## config.mk

```make
export PLATFORM = sky130hd
export DESIGN_NAME = bf_controller
export DESIGN_NICKNAME = d
export VERILOG_FILES = /design/src/rtl/bf_controller.sv
export SDC_FILE = /design/constraint.sdc
export NUM_CORES = 1
export LEC_CHECK = 0
export CAP_MARGIN = 30
export CORE_UTILIZATION = 44
export CTS_CLUSTER_DIAMETER = 150
export DETAILED_ROUTE_END_ITERATION = 6
export SLEW_MARGIN = 5
export SYNTH_ARGS = -nofsm -noshare
export SYNTH_HDL_FRONTEND = slang
export SYNTH_SLANG_ARGS = --single-unit
```

## constraint.sdc

```tcl
create_clock -name clk -period 3.1 [get_ports clk]
set_input_delay 0.62 -clock clk [delete_from_list [all_inputs] [get_ports clk]]
set_output_delay 0.62 -clock clk [all_outputs]
set_load 0.01 [all_outputs]
```

## src/rtl/bf_controller.sv

```systemverilog
`default_nettype none
// ============================================================================
// Module   : bf_controller
// Brief    : Brainfuck instruction sequencer. Fetches from a registered ROM,
//            resolves [ ] flow with a return stack and skip-depth counter,
//            and hands data ops to the data path through valid/ready.
//            Optional macro BF_STACK_CHECK_EN adds stack/depth bound checks.
// Revision : 1.0 - initial release
// ============================================================================
module bf_controller #(
    parameter int ADDR_W      = 4,
    parameter int STACK_DEPTH = 8
) (
    input  logic              clk,
    input  logic              reset,
    output logic [ADDR_W-1:0] rom_addr,
    input  logic [7:0]        rom_data,
    input  logic              cell_zero,
    output logic              op_valid,
    output logic [2:0]        op_code,
    input  logic              op_ready,
    output logic              halted,
    output logic              error
);

    localparam int IDX_W = (STACK_DEPTH > 1) ? $clog2(STACK_DEPTH) : 1;
    localparam int CNT_W = $clog2(STACK_DEPTH + 1);

    localparam logic [ADDR_W-1:0] c_PC_LAST  = {ADDR_W{1'b1}};
    localparam logic [CNT_W-1:0]  c_WRAP     = CNT_W'(STACK_DEPTH - 1);
    localparam logic [7:0]        c_CH_NUL   = 8'h00;
    localparam logic [7:0]        c_CH_OPEN  = 8'h5B;
    localparam logic [7:0]        c_CH_CLOSE = 8'h5D;

    typedef enum logic [2:0] {
        S_FETCH       = 3'd0,
        S_DECODE      = 3'd1,
        S_ISSUE       = 3'd2,
        S_SKIP_FETCH  = 3'd3,
        S_SKIP_DECODE = 3'd4,
        S_HALT        = 3'd5,
        S_ERROR       = 3'd6
    } state_t;

    state_t              state_q, state_d;
    logic [ADDR_W-1:0]   pc_q, pc_d;
    logic [CNT_W-1:0]    sp_q, sp_d;
    logic [CNT_W-1:0]    depth_q, depth_d;
    logic [2:0]          op_code_q, op_code_d;
    logic                halted_q, halted_d;
    logic                error_q, error_d;
    logic [ADDR_W-1:0]   stack_q [STACK_DEPTH];

    logic                w_is_op;
    logic [2:0]          w_dec_code;
    logic                w_pc_last;
    logic [ADDR_W-1:0]   w_pc_inc;
    state_t              w_adv_state;
    logic [ADDR_W-1:0]   w_adv_pc;
    logic                w_push_en;
    logic [IDX_W-1:0]    w_push_idx;
    logic [IDX_W-1:0]    w_top_idx;
    logic                w_push_ovf;
    logic                w_stack_empty;
    logic                w_depth_ovf;
    logic [CNT_W-1:0]    w_sp_inc;
    logic [CNT_W-1:0]    w_sp_dec;
    logic [CNT_W-1:0]    w_depth_inc;
    logic [CNT_W-1:0]    w_depth_dec;

    assign rom_addr = pc_q;
    assign op_valid = (state_q == S_ISSUE);
    assign op_code  = op_code_q;
    assign halted   = halted_q;
    assign error    = error_q;

    // Stepping past the last ROM address ends the program instead of wrapping.
    assign w_pc_last   = (pc_q == c_PC_LAST);
    assign w_pc_inc    = pc_q + ADDR_W'(1);
    assign w_adv_state = w_pc_last ? S_HALT : S_FETCH;
    assign w_adv_pc    = w_pc_last ? pc_q : w_pc_inc;

    assign w_push_idx  = IDX_W'(sp_q);
    assign w_top_idx   = (sp_q == '0) ? IDX_W'(c_WRAP) : IDX_W'(sp_q - CNT_W'(1));

`ifdef BF_STACK_CHECK_EN
    localparam logic [CNT_W-1:0] c_DEPTH_MAX = CNT_W'(STACK_DEPTH);

    assign w_push_ovf    = (sp_q == c_DEPTH_MAX);
    assign w_stack_empty = (sp_q == '0);
    assign w_depth_ovf   = (depth_q == c_DEPTH_MAX);
    assign w_sp_inc      = sp_q + CNT_W'(1);
    assign w_sp_dec      = sp_q - CNT_W'(1);
    assign w_depth_inc   = depth_q + CNT_W'(1);
    assign w_depth_dec   = depth_q - CNT_W'(1);
`else
    assign w_push_ovf    = 1'b0;
    assign w_stack_empty = 1'b0;
    assign w_depth_ovf   = 1'b0;
    assign w_sp_inc      = (sp_q == c_WRAP) ? '0 : sp_q + CNT_W'(1);
    assign w_sp_dec      = (sp_q == '0) ? c_WRAP : sp_q - CNT_W'(1);
    assign w_depth_inc   = (depth_q == c_WRAP) ? '0 : depth_q + CNT_W'(1);
    assign w_depth_dec   = (depth_q == '0) ? c_WRAP : depth_q - CNT_W'(1);
`endif

    always_comb begin
        w_is_op    = 1'b1;
        w_dec_code = 3'd0;
        case (rom_data)
            8'h2B:   w_dec_code = 3'd0;
            8'h2D:   w_dec_code = 3'd1;
            8'h3E:   w_dec_code = 3'd2;
            8'h3C:   w_dec_code = 3'd3;
            8'h2E:   w_dec_code = 3'd4;
            8'h2C:   w_dec_code = 3'd5;
            default: w_is_op    = 1'b0;
        endcase
    end

    always_comb begin
        state_d   = state_q;
        pc_d      = pc_q;
        sp_d      = sp_q;
        depth_d   = depth_q;
        op_code_d = op_code_q;
        w_push_en = 1'b0;

        case (state_q)
            S_FETCH: state_d = S_DECODE;

            S_DECODE: begin
                if (rom_data == c_CH_NUL) begin
                    state_d = S_HALT;
                end else if (w_is_op) begin
                    op_code_d = w_dec_code;
                    state_d   = S_ISSUE;
                end else if (rom_data == c_CH_OPEN) begin
                    if (cell_zero) begin
                        if (w_pc_last) begin
                            state_d = S_ERROR;
                        end else begin
                            depth_d = CNT_W'(1);
                            pc_d    = w_pc_inc;
                            state_d = S_SKIP_FETCH;
                        end
                    end else if (w_push_ovf) begin
                        state_d = S_ERROR;
                    end else begin
                        w_push_en = 1'b1;
                        sp_d      = w_sp_inc;
                        pc_d      = w_adv_pc;
                        state_d   = w_adv_state;
                    end
                end else if (rom_data == c_CH_CLOSE) begin
                    // Loop-back peeks the stack; only the exit path pops it.
                    if (w_stack_empty) begin
                        state_d = S_ERROR;
                    end else if (!cell_zero) begin
                        pc_d    = stack_q[w_top_idx];
                        state_d = S_FETCH;
                    end else begin
                        sp_d    = w_sp_dec;
                        pc_d    = w_adv_pc;
                        state_d = w_adv_state;
                    end
                end else begin
                    pc_d    = w_adv_pc;
                    state_d = w_adv_state;
                end
            end

            S_ISSUE: begin
                if (op_ready) begin
                    pc_d    = w_adv_pc;
                    state_d = w_adv_state;
                end
            end

            S_SKIP_FETCH: state_d = S_SKIP_DECODE;

            S_SKIP_DECODE: begin
                if (rom_data == c_CH_NUL) begin
                    state_d = S_ERROR;
                end else if (rom_data == c_CH_OPEN) begin
                    if (w_depth_ovf || w_pc_last) begin
                        state_d = S_ERROR;
                    end else begin
                        depth_d = w_depth_inc;
                        pc_d    = w_pc_inc;
                        state_d = S_SKIP_FETCH;
                    end
                end else if ((rom_data == c_CH_CLOSE) && (w_depth_dec == '0)) begin
                    depth_d = '0;
                    pc_d    = w_adv_pc;
                    state_d = w_adv_state;
                end else if (w_pc_last) begin
                    state_d = S_ERROR;
                end else begin
                    if (rom_data == c_CH_CLOSE) begin
                        depth_d = w_depth_dec;
                    end
                    pc_d    = w_pc_inc;
                    state_d = S_SKIP_FETCH;
                end
            end

            S_HALT:  state_d = S_HALT;
            S_ERROR: state_d = S_ERROR;
            default: state_d = S_ERROR;
        endcase

        halted_d = (state_d == S_HALT);
        error_d  = (state_d == S_ERROR);
    end

    always_ff @(posedge clk or posedge reset) begin
        if (reset) begin
            state_q   <= S_FETCH;
            pc_q      <= '0;
            sp_q      <= '0;
            depth_q   <= '0;
            op_code_q <= 3'd0;
            halted_q  <= 1'b0;
            error_q   <= 1'b0;
            for (int i = 0; i < STACK_DEPTH; i++) begin
                stack_q[i] <= '0;
            end
        end else begin
            state_q   <= state_d;
            pc_q      <= pc_d;
            sp_q      <= sp_d;
            depth_q   <= depth_d;
            op_code_q <= op_code_d;
            halted_q  <= halted_d;
            error_q   <= error_d;
            if (w_push_en) begin
                stack_q[w_push_idx] <= w_pc_inc;
            end
        end
    end

endmodule
`default_nettype wire

```

* Word-level counts from Yosys, hierarchy flattened *
Index checks and enable logic that the tools add are counted.

cells by class
  magnitude comparators = 3
  equality and inequality tests = 29
  shifts and indexed selects = 0
  divide/modulo/power cells = 0
  muxes and demuxes = 56
  $mul = 0
  add/sub/neg operators = 5
  reductions and logical operators = 16
  bitwise logic cells = 4

operators by type and width
  cell                                                                    number
  4-bit 2-to-1 mux                                                        30
  8-bit by 6-bit equality test with 1-bit output (second input constant)  6
  3-bit 2-to-1 mux                                                        13
  32-bit bitwise mux                                                      1
  3-bit case mux with 6 select lines                                      1
  8-bit by 7-bit equality test with 1-bit output (second input constant)  2
  3-bit case mux with 5 select lines                                      1
  2-bit inequality test (second input constant)                           7
  4-bit by 1-bit adder with 4-bit output (second input constant)          3
  4-bit binary-select mux with 3-bit select                               1
  4-bit demux with 3-bit select                                           1
  3-bit equality test (second input constant)                             4
  4-bit logical NOT                                                       3
  4-bit case mux with 3 select lines                                      1
  10-bit AND reduction                                                    1
  4-bit by 3-bit equality test with 1-bit output (second input constant)  2
  4-bit greater-or-equal comparator (second input constant)               2
  8-bit logical NOT                                                       1
  3-bit NOT with 4-bit output                                             2
  4-bit case mux with 2 select lines                                      1
  4-bit by 1-bit subtractor with 4-bit output (second input constant)     2
  3-bit by 2-bit equality test with 1-bit output (second input constant)  2
  1-bit 2-to-1 mux                                                        6
  3-bit inequality test (second input constant)                           2
  14 further kinds                                                        18

storage, ports and cells
  register bits after elaboration = 52
  memory bits (read-only) = 0
  RAM bits = 0
  input bits = 12
  memories = 0
  latch bits = 0

* Depth between registers and ports, before layout *
  word-level depth = 12
  gate-level depth with buffers = 10

* Worst setup path before layout *
Ideal clock, no wire load.

  kind = in2reg
  start point = input rom_data[4]
  end point = register error_q, in the netlist error
  cell stages on the path = 6
  arrival = 2402 ps
  library setup time = 133 ps
  path slack = 566 ps
  data required time = 2967 ps
  cells stage by stage = or4_4 -> or3_1 -> buf_2 -> a32o_1 -> or4_4 -> nor3b_1

on the way
  longest elaborated chain between the ends = 7
  elaborated cells on any way between the ends = 21

ends and longest elaborated chain
  element                                                                                                                  line           source
  start: declaration                                                                                                       17             input logic [7:0] rom_data,
  8-bit by 6-bit equality test with 1-bit output / 8-bit by 7-bit equality test with 1-bit output (equally long branches)  109, 154, 192
  6-bit OR reduction (no source line), or another cell as far along                                                        -
  1-bit 2-to-1 mux, or another cell as far along                                                                           109            case (rom_data)
  3-bit 2-to-1 mux, on equally long branches                                                                               134, 184
  3-bit 2-to-1 mux, on equally long branches                                                                               132, 182
  3-bit case mux with 6 select lines *                                                                                     128            case (state_q)
  net state_d[1]                                                                                                           45             state_t state_q, state_d;
  3-bit equality test *                                                                                                    213            error_d = (state_d == S_ERROR);
  net error_d                                                                                                              51             logic error_q, error_d;
  end signal: assignment                                                                                                   235            error_q <= error_d;
  end: declaration                                                                                                         51

Mark *: on every way through the listed nets, which the timed path passes. The rest lies on a longest branch.
A chain may end at the register's enable or synchronous reset.

* Worst setup path in the final report *
  start point = input rom_data[0]
  end point = register stack_q[14] (netlist bit)

on the way
  longest elaborated chain between the ends = 6
  elaborated cells on any way between the ends = 14

ends and longest elaborated chain
  element                                         line  source
  8-bit by 6-bit equality test with 1-bit output  109
  6-bit OR reduction (no source line)             -
  1-bit 2-to-1 mux                                109
  1-bit 2-to-1 mux                                134   end else if (w_is_op) begin
  1-bit 2-to-1 mux *                              132   if (rom_data == c_CH_NUL) begin
  1-bit 2-to-1 mux *                              128
  end signal: indexed assignment                  237   stack_q[w_push_idx] <= w_pc_inc;
  end: declaration                                52    logic [ADDR_W-1:0] stack_q [STACK_DEPTH];

Mark *: on every way between the ends. The rest lies on a longest branch, timed or not.

==> metrics <==
IO Count 22; final setup vio count 0; Hold Path Class reg2reg; Post-Syn Area 0.00327 mm^2; Die Wd 88.2 um; Final Max Tran Viols 0; diode count 0; status complete, no violations; TNS Setup 0 ns; Nets 384; clock tree buffer depth 2; fin crit period 2.87 ns; Max FO, Critical Path 9; Area growth syn-to-layout 16.9%; CTS tree done; Detailed Routing Iterations Pass 1 4; via count 2,697; Starting Density 45.3%; worst vdd ir 0.000274 V; placer congestion estimate 0.883; GRT overflow 0; Crit. End Element register; Clk pin slew, worst setup/hold paths 0.09 ns; DRC 0; Initial DRC Count 97; Final Hold Viols 0; Synth area leaders dfrtp_1, mux2_2, nand2_1; post-synth top area cell dfrtp_1; GR Util All Layers 22.2%; commonest non-fill, non-tap cell in the layout dfrtp_1; RSZ-0062 raised after global routing no; asr flop ratio synth 100%; register bit count reported by yosys 52; Sw Share 22.5%; Inst Count DP 456; Final Power 1.14 mW; EDFF count, synth 0; synth unique cells 61; Comb power frac 5.3%; share of cells above drive strength 1 17.0%; Routed WL per cell 17.2 um; Power Dens Cells 300 mW/mm^2; H-Tree Depth 2; register area share after synthesis 39.8%; via count of the first global-routing pass 2,650; Pleak 1.64 nW; Worst-Margin Slew 0.756 ns; initial antenna violation count 0; worst relative slew slack 49.4%; CTS Buf Count 5; Critical Path RT 3.30 ns; setup bufs post-CTS 0; Sequential Power Share 59.3%; Post-Synthesis Cells 330; post-route ant nets 0; first-pass GRT wire length 13,100 um; Die Ht 88.2 um; worst path arrival time 3.07 ns; Hold-fix buffers, CTS 0; fin crit share 92.7%; core area 0.00721 mm^2; Site Rows 31; Final Non-Filler Cells 464; largest net degree at the start of global routing 29; Fmax 0.348 GHz; PortBufs 21; top cell type's share of synthesized area 39.8%; Mapped Avg Cell Area 9.90 um^2; DP Wirelength 5920 um; clk sink count 52; YS warnings 0; Net Sw Power 0.257 mW; Clock Latency Late Sink 0.31 ns; Total Routed Length 7970 um; P_int 0.888 mW; most frequent cells in the layout dfrtp_1, nand2_1, buf_4, clkdlybuf4s50_1; # resized after CTS 0; max_cap viols 0; startpoint types input pin; Clk pwr share 35.4%; syn nets 350; WS Path Type in2reg; CTS Root Cell clkbuf_8; die footprint 0.00777 mm^2; Top FF cell, synth dfrtp_1; number of vias per cell 5.81; Final Skew 0.00622 ns
## path summary, 6_finish.rpt
path,start,end,slack (ns),depth (start not counted)
setup / recovery,rom_data[0],stack_q[14]$_DFFE_PP0P_,0.23,8
hold / removal,stack_q[16]$_DFFE_PP0P_,stack_q[16]$_DFFE_PP0P_,0.50,2
setup reg to reg,state_q[2]$_DFF_PP0_,stack_q[14]$_DFFE_PP0P_,0.39,7
hold reg to reg,stack_q[16]$_DFFE_PP0P_,stack_q[16]$_DFFE_PP0P_,0.50,2
max in group asynchronous,reset,stack_q[18]$_DFFE_PP0P_,1.87,3
min in group asynchronous,reset,stack_q[23]$_DFFE_PP0P_,0.69,2
## synthesized netlist by cell type (all sizes together), types with 5 or more instances
library cell / instances
nand2: 27
a31oi: 6
nand2b: 10
mux2i: 10
nor3b: 6
dfrtp: 52
nand4: 6
nor4: 5
a211oi: 6
or3: 6
inv: 16
xnor2: 7
or4: 5
nand3: 9
nor3: 10
mux2: 26
o21ai: 19
buf: 8
o211ai: 5
clkbuf: 11
ha: 8
nor2: 11
a21oi: 7
## metal layers
layer / routed length [um] / vias up / GRT usage (%)
met4: 162 / 0 / 7.33
met2: 3890 / 60 / 38.1
met3: 271 / 14 / 2.92
li1: - / 1307 / -
met5: 0 / - / 0
met1: 3640 / 1316 / 28.9
## flip-flops by register name, indices dropped and copies added, names as in the netlist
register / count
depth_q: 4
error: 1
halted: 1
op_code: 3
rom_addr: 4
sp_q: 4
stack_q: 32
state_q: 3
## metrics by stage
stage	utilization, %	hold slack [ns]	cell area [um^2]	setup WS (ns)
floorplan	-	0.445	3270	0.566
global placement	51.6	0.468	3720	-0.0366
detailed placement	51.6	0.470	3720	-0.0000975
CTS	52.9	0.496	3820	0.305
global route	52.9	0.498	3820	0.0944
finish	52.9	0.496	3820	0.228
## power groups by stage
stage | combinational, mW | clock, mW | sequential (mW)
2_1_floorplan | 0.0225 | 0 | 0.692
3_3_place_gp | 0.0609 | 0 | 0.692
3_5_place_dp | 0.0613 | 0 | 0.692
4_1_cts | 0.0619 | 0.424 | 0.679
5_1_grt | 0.0679 | 0.444 | 0.679
6_report | 0.0608 | 0.406 | 0.679
## critical path, stage by stage
cell             delay (ns)
clkdlybuf4s50_1        0.56
nand4b_1               0.14
buf_4                  0.19
nor4_1                 0.47
buf_4                  0.20
nand2_1                0.12
nor3b_2                0.37
mux2_2                 0.38
## layout make-up
cell class	count	area [um^2]
Clock inverter	1	7.51
Tap cell	99	124
Inverter	17	63.8
Timing Repair Buffer	46	410
Fill cell	658	3400
Clock buffer	7	86.3
Sequential cell	52	1300
Multi-Input combinational cell	242	1820
## cells by family after synthesis
kind of cell | after synthesis | share of synthesized area [%]
simple gates | 108 | 19.5
compound gates | 78 | 16.9
flops | 52 | 39.8
mux | 37 | 13.4
buf+inv | 36 | 4.33
xor+xnor | 11 | 2.95
fa+ha+maj | 8 | 3.07
Note: power is estimated with default switching activity, not from simulation.
